## src/rtl/clock_timekeeper.sv

```systemverilog
// clock_timekeeper: time-of-day counter for the digital clock.
//   Divides clk by TICK_DIV into a one-second tick and keeps HH:MM:SS, with a
//   12/24-hour display mode, a set mode with per-field adjustment, and one
//   alarm with a sticky flag.
// Ports:
//   clk, rst                      clock (rising edge), async active-high reset
//   set_clk                       1 = set mode: time frozen, set_* inputs live
//   set_hour/set_min/set_sec      rising edge in set mode adjusts one field
//   mode_12h                      1 = 12-hour display (display only)
//   alarm_en/alarm_hour/alarm_min alarm compare enable and target (binary)
//   alarm_ack                     clears alarm_flag
//   sec_*/min_*/hour_*            BCD display digits
//   pm                            internal hour >= 12
//   sec_p/min_p/hour_p/day_p      registered one-cycle carry pulses
//   alarm_flag                    sticky alarm indication
`timescale 1ns/1ps
module clock_timekeeper #(
    parameter int unsigned TICK_DIV  = 10,
    parameter int unsigned PRE_W     = 4,
    parameter int unsigned INIT_HOUR = 0
) (
    input  logic       clk,
    input  logic       rst,
    input  logic       set_clk,
    input  logic       set_hour,
    input  logic       set_min,
    input  logic       set_sec,
    input  logic       mode_12h,
    input  logic       alarm_en,
    input  logic [4:0] alarm_hour,
    input  logic [5:0] alarm_min,
    input  logic       alarm_ack,
    output logic [3:0] sec_lo,
    output logic [3:0] sec_hi,
    output logic [3:0] min_lo,
    output logic [3:0] min_hi,
    output logic [3:0] hour_lo,
    output logic [3:0] hour_hi,
    output logic       pm,
    output logic       sec_p,
    output logic       min_p,
    output logic       hour_p,
    output logic       day_p,
    output logic       alarm_flag
);

    localparam logic [PRE_W-1:0] PreMax   = PRE_W'(TICK_DIV - 1);
    localparam logic [4:0]       HourInit = 5'(INIT_HOUR);

    logic [PRE_W-1:0] pre_q, pre_d;
    logic [3:0] sec_lo_q, sec_lo_d, sec_hi_q, sec_hi_d;
    logic [3:0] min_lo_q, min_lo_d, min_hi_q, min_hi_d;
    logic [4:0] hour_q, hour_d;
    logic       sec_p_q, min_p_q, hour_p_q, day_p_q;
    logic       alarm_flag_q, alarm_flag_d;
    logic       set_hour_q, set_min_q, set_sec_q;

    logic       tick, sec_carry, min_carry, day_carry, alarm_hit;
    logic       rise_hour, rise_min, rise_sec;
    logic [5:0] min_bin_d;
    logic [4:0] disp_hour;

    always_comb begin
        tick      = !set_clk && (pre_q == PreMax);
        sec_carry = tick && (sec_hi_q == 4'd5) && (sec_lo_q == 4'd9);
        min_carry = sec_carry && (min_hi_q == 4'd5) && (min_lo_q == 4'd9);
        day_carry = min_carry && (hour_q == 5'd23);

        // Edges only act in set mode; history is sampled in both modes.
        rise_hour = set_clk && set_hour && !set_hour_q;
        rise_min  = set_clk && set_min && !set_min_q;
        rise_sec  = set_clk && set_sec && !set_sec_q;

        pre_d    = (set_clk || tick) ? '0 : pre_q + 1'b1;
        sec_lo_d = sec_lo_q;
        sec_hi_d = sec_hi_q;
        min_lo_d = min_lo_q;
        min_hi_d = min_hi_q;
        hour_d   = hour_q;

        if (tick) begin
            sec_lo_d = (sec_lo_q == 4'd9) ? 4'd0 : sec_lo_q + 4'd1;
            if (sec_lo_q == 4'd9) begin
                sec_hi_d = (sec_hi_q == 4'd5) ? 4'd0 : sec_hi_q + 4'd1;
            end
        end
        if (sec_carry) begin
            min_lo_d = (min_lo_q == 4'd9) ? 4'd0 : min_lo_q + 4'd1;
            if (min_lo_q == 4'd9) begin
                min_hi_d = (min_hi_q == 4'd5) ? 4'd0 : min_hi_q + 4'd1;
            end
        end
        if (min_carry) begin
            hour_d = (hour_q == 5'd23) ? 5'd0 : hour_q + 5'd1;
        end

        // Set-mode adjustments never carry between fields.
        if (rise_hour) begin
            hour_d = (hour_q >= 5'd23) ? 5'd0 : hour_q + 5'd1;
        end
        if (rise_min) begin
            min_lo_d = (min_lo_q == 4'd9) ? 4'd0 : min_lo_q + 4'd1;
            if (min_lo_q == 4'd9) begin
                min_hi_d = (min_hi_q == 4'd5) ? 4'd0 : min_hi_q + 4'd1;
            end
        end
        if (rise_sec) begin
            sec_lo_d = 4'd0;
            sec_hi_d = 4'd0;
        end

        // Alarm fires only when a run tick lands on HH:MM:00.
        min_bin_d = {2'b00, min_hi_d} * 6'd10 + {2'b00, min_lo_d};
        alarm_hit = sec_carry && alarm_en && (hour_d == alarm_hour) && (min_bin_d == alarm_min);
        if (alarm_hit) begin
            alarm_flag_d = 1'b1;
        end else if (alarm_ack) begin
            alarm_flag_d = 1'b0;
        end else begin
            alarm_flag_d = alarm_flag_q;
        end
    end

    always_ff @(posedge clk or posedge rst) begin
        if (rst) begin
            pre_q        <= '0;
            sec_lo_q     <= 4'd0;
            sec_hi_q     <= 4'd0;
            min_lo_q     <= 4'd0;
            min_hi_q     <= 4'd0;
            hour_q       <= HourInit;
            sec_p_q      <= 1'b0;
            min_p_q      <= 1'b0;
            hour_p_q     <= 1'b0;
            day_p_q      <= 1'b0;
            alarm_flag_q <= 1'b0;
            set_hour_q   <= 1'b0;
            set_min_q    <= 1'b0;
            set_sec_q    <= 1'b0;
        end else begin
            pre_q        <= pre_d;
            sec_lo_q     <= sec_lo_d;
            sec_hi_q     <= sec_hi_d;
            min_lo_q     <= min_lo_d;
            min_hi_q     <= min_hi_d;
            hour_q       <= hour_d;
            sec_p_q      <= tick;
            min_p_q      <= sec_carry;
            hour_p_q     <= min_carry;
            day_p_q      <= day_carry;
            alarm_flag_q <= alarm_flag_d;
            set_hour_q   <= set_hour;
            set_min_q    <= set_min;
            set_sec_q    <= set_sec;
        end
    end

    // Display hour: 12-hour mode maps 0 -> 12 and 13..23 -> 1..11.
    always_comb begin
        if (mode_12h && (hour_q == 5'd0)) begin
            disp_hour = 5'd12;
        end else if (mode_12h && (hour_q > 5'd12)) begin
            disp_hour = hour_q - 5'd12;
        end else begin
            disp_hour = hour_q;
        end
        if (disp_hour >= 5'd20) begin
            hour_hi = 4'd2;
            hour_lo = 4'(disp_hour - 5'd20);
        end else if (disp_hour >= 5'd10) begin
            hour_hi = 4'd1;
            hour_lo = 4'(disp_hour - 5'd10);
        end else begin
            hour_hi = 4'd0;
            hour_lo = disp_hour[3:0];
        end
    end

    assign sec_lo     = sec_lo_q;
    assign sec_hi     = sec_hi_q;
    assign min_lo     = min_lo_q;
    assign min_hi     = min_hi_q;
    assign pm         = (hour_q >= 5'd12);
    assign sec_p      = sec_p_q;
    assign min_p      = min_p_q;
    assign hour_p     = hour_p_q;
    assign day_p      = day_p_q;
    assign alarm_flag = alarm_flag_q;

endmodule

```

## config.mk

```make
export PLATFORM = sky130hd
export DESIGN_NAME = clock_timekeeper
export DESIGN_NICKNAME = d
export VERILOG_FILES = /design/src/rtl/clock_timekeeper.sv
export SDC_FILE = /design/constraint.sdc
export NUM_CORES = 1
export LEC_CHECK = 0
export CORE_MARGIN = 8
export CORE_UTILIZATION = 49
export DETAILED_ROUTE_END_ITERATION = 6
export GPL_TIMING_DRIVEN = 0
export HOLD_SLACK_MARGIN = 0.08
export PLACE_DENSITY_LB_ADDON = 0.1
export SETUP_SLACK_MARGIN = 0.5
export SLEW_MARGIN = 15
export SYNTH_ARGS = -nofsm -noshare
export SYNTH_HDL_FRONTEND = slang
export SYNTH_SLANG_ARGS = --single-unit
```

## constraint.sdc

```tcl
create_clock -name clk -period 4.85 [get_ports clk]
set_input_delay 0.7275 -clock clk [delete_from_list [all_inputs] [get_ports clk]]
set_output_delay 0.7275 -clock clk [all_outputs]
set_load 0.01 [all_outputs]
```

==> reports/qor.csv <==
metric,value,unit
Util after Layout,64.9,%
total grt overflow,0,
critical-path maximum fanout,6,
hold path start,alarm_flag,
vias in the first global route,2089,
Crit. End Element,output port,
Area Overhead vs Synth,27.7,%
Synth cell types,53,
"area leader, netlist",dfrtp_1,
DR vias/cell,5.24,
syn avg cell area,9.17,sq um
slew margin rel.,53.3,%
"Min Clock Period, post-route",4.08,ns
Initial Utilization,50.9,%
die footprint,7400,sq um
Max Slew Vio Count,0,
CTS root buf,clkbuf_8,
CTS Sinks,33,
final hold slack,0.500,ns
port buffer count,46,
"top cells by area, synth","dfrtp_1 34%, ha_1 11%, xnor2_1 4.7%, o21ai_0 3.8%, inv_1 3.8%",
core area,4720,sq um
number of synthesized register bits,33,
Die Y,86.0,um
r2r setup slk,0.81,ns
Achievable Freq,0.245,GHz
setup bufs post-CTS,0,
clock share of power,18.6,%
Pwr Density,460,nW/um^2
Async SR Flop Fraction,100,%
Sequential Power Share,29.2,%
hpwl dp,4110,um
# rows,25,
final setup skew,0.0117,ns
sequential share of the synthesized area,34.4,%
internal power,0.856,mW
most frequent cell after synthesis,dfrtp_1,
hold path depth,2,
H-tree depth,2,
status,"finished, final reports clean",
Final nets,359,
reg-to-reg endpoint,alarm_flag,
Logic pwr share,52.2,%
NetSw,0.556,mW
Die Width,86.0,um
DR WL/cell,13.9,um
DRC errors left,0,
post-synth top area share,34.4,%
worst hold path class,reg -> reg,
layout cell share with drive strength beyond 1,8.83,%
Post-synth EDFFs,0,
first-iteration detailed-routing DRC count,69,
max-cap violations,0,
via count,2014,
critical path arrival,3.35,ns
"Period Utilization, post-route",84.0,%
RR Startpoint,pre_q[1],
global-route wire length before repair,9200,um
top_reg_cell synth,dfrtp_1,
clock latency on the worst-skew pair,0.29,ns
CTS buffer count,5,
RD Place Congestion,0.819,
I/O pin count,50,
r2r worst-path depth,18,
switching part of the total power,39.4,%
setup TNS,0,ns
Syn Inst Count,262,
commonest cells in the netlist,"33 x dfrtp_1, 24 x inv_1, 23 x nand2_1, 22 x ha_1, 18 x o21ai_0",
DRT antenna net count,0,
Inserted Diodes,0,
Routed WL,5330,um
Syn Std Cell Area,2400,sq um
sink of the worst hold path,alarm_flag,
Clock Path Buffers,2,
Slew @ Worst Pin,0.699,ns
"Worst Path Class, Setup",in -> out,
initial antenna violation count,0,
TritonCTS clock tree,yes,
unrepaired setup endpoints after global routing,false,
Setup-failing EPs final,0,
GRT Total Usage,15.0,%
Final Hold Fails,0,
Startpoint Class,input port,
Pre-antenna DRT Iters,4,
Clock transition at path regs,0.08,ns
Critical Path Start,mode_12h,
worst path required time,4.12,ns
leak pwr,1.36,nW
pin count of the biggest net entering global routing,34,
Synthesis Warnings,0,
maximum VDD drop,0.287,mV
critical path, cell delays in order:
cell	delay, ns
clkdlybuf4s50_1	0.55
nand4b_1	0.24
o21ai_1	0.24
inv_1	0.10
ha_1	0.20
nand2_1	0.05
o211ai_1	0.13
o21a_1	0.23
nor2_1	0.18
xnor2_1	0.14
clkdlybuf4s50_1	0.55
per-layer routing:
metal	track usage (%)	share of wire, %	vias to the layer above	routed length (um)
li1	-	-	1021	-
met1	16.8	43	941	2300
met2	26.2	49	45	2630
met3	4.78	6.3	7	338
met4	5.25	1.2	0	62
met5	0	0	-	0
layout by cell type, fill, tap and decap left out, types with 6 or more instances in the layout:
master / synthesis / layout
a21oi_1: 12 / 12
clkdlybuf4s50_1: 0 / 46
dfrtp_1: 33 / 32
ha_1: 22 / 22
inv_1: 24 / 23
nand2_1: 23 / 23
nand3_1: 8 / 8
nor2_1: 17 / 17
o21ai_0: 18 / 17
xnor2_1: 13 / 13
xor2_1: 6 / 6
power by group through the flow:
stage	clock network [mW]	logic [mW]	registers [mW]
2_1_floorplan	0	0.456	0.414
3_3_place_gp	0	0.721	0.415
3_5_place_dp	0	0.736	0.416
4_1_cts	0.272	0.744	0.412
5_1_grt	0.284	0.823	0.425
6_report	0.263	0.736	0.412
worst max-delay path by stage:
stage / end / cells after the start
floorplan: alarm_flag / 17
global placement: alarm_flag / 16
detailed placement: alarm_flag / 16
CTS: hour_lo[1] / 14
global route: hour_lo[2] / 15
finish: hour_lo[1] / 11
state kept, by name, indices dropped and copies added, names as in the netlist:
signal and flops:
hour_q 5, min_hi 4, min_lo 4, pre_q 4, sec_hi 4, sec_lo 4
alarm_flag 1, day_p 1, hour_p 1, min_p 1, sec_p 1, set_hour_q 1
set_min_q 1, set_sec_q 1
cells by family after synthesis:
| group | share of synthesized area [%] |
|---|---|
| fa+ha+maj | 12.3 |
| other cells | 0.156 |
| compound gates | 17.5 |
| xor+xnor | 6.93 |
| flops | 34.4 |
| simple gates | 21.2 |
| buf+inv | 5.83 |
| mux | 1.72 |
area by class of cell:
class | instances | area (sq um)
plain buffers | 5 | 41.3
clock buffers | 5 | 68.8
clock inverters | 3 | 46.3
fillers | 407 | 1660
inverters | 25 | 98.8
multi-input cells | 200 | 1440
flip-flops and latches | 33 | 827
well taps | 67 | 83.8
repair buffers | 46 | 460
metrics by stage:
step / std cells / setup slack, ns / total power [mW] / instance area, sq um
final: 384 / 0.774 / 1.41 / 3070
after global routing: 384 / 0.527 / 1.53 / 3070
after detailed placement: 376 / 0.568 / 1.15 / 2950
after floorplan: 263 / 1.22 / 0.869 / 2410
after CTS: 384 / 0.706 / 1.43 / 3070
after global placement: 376 / 0.634 / 1.14 / 2950
timing repair:
item	CTS	global route
endpoints found under the setup margin	0	2
gates resized for setup	0	2
hold buffers	0	0
Note: power is estimated with default switching activity, not from simulation.
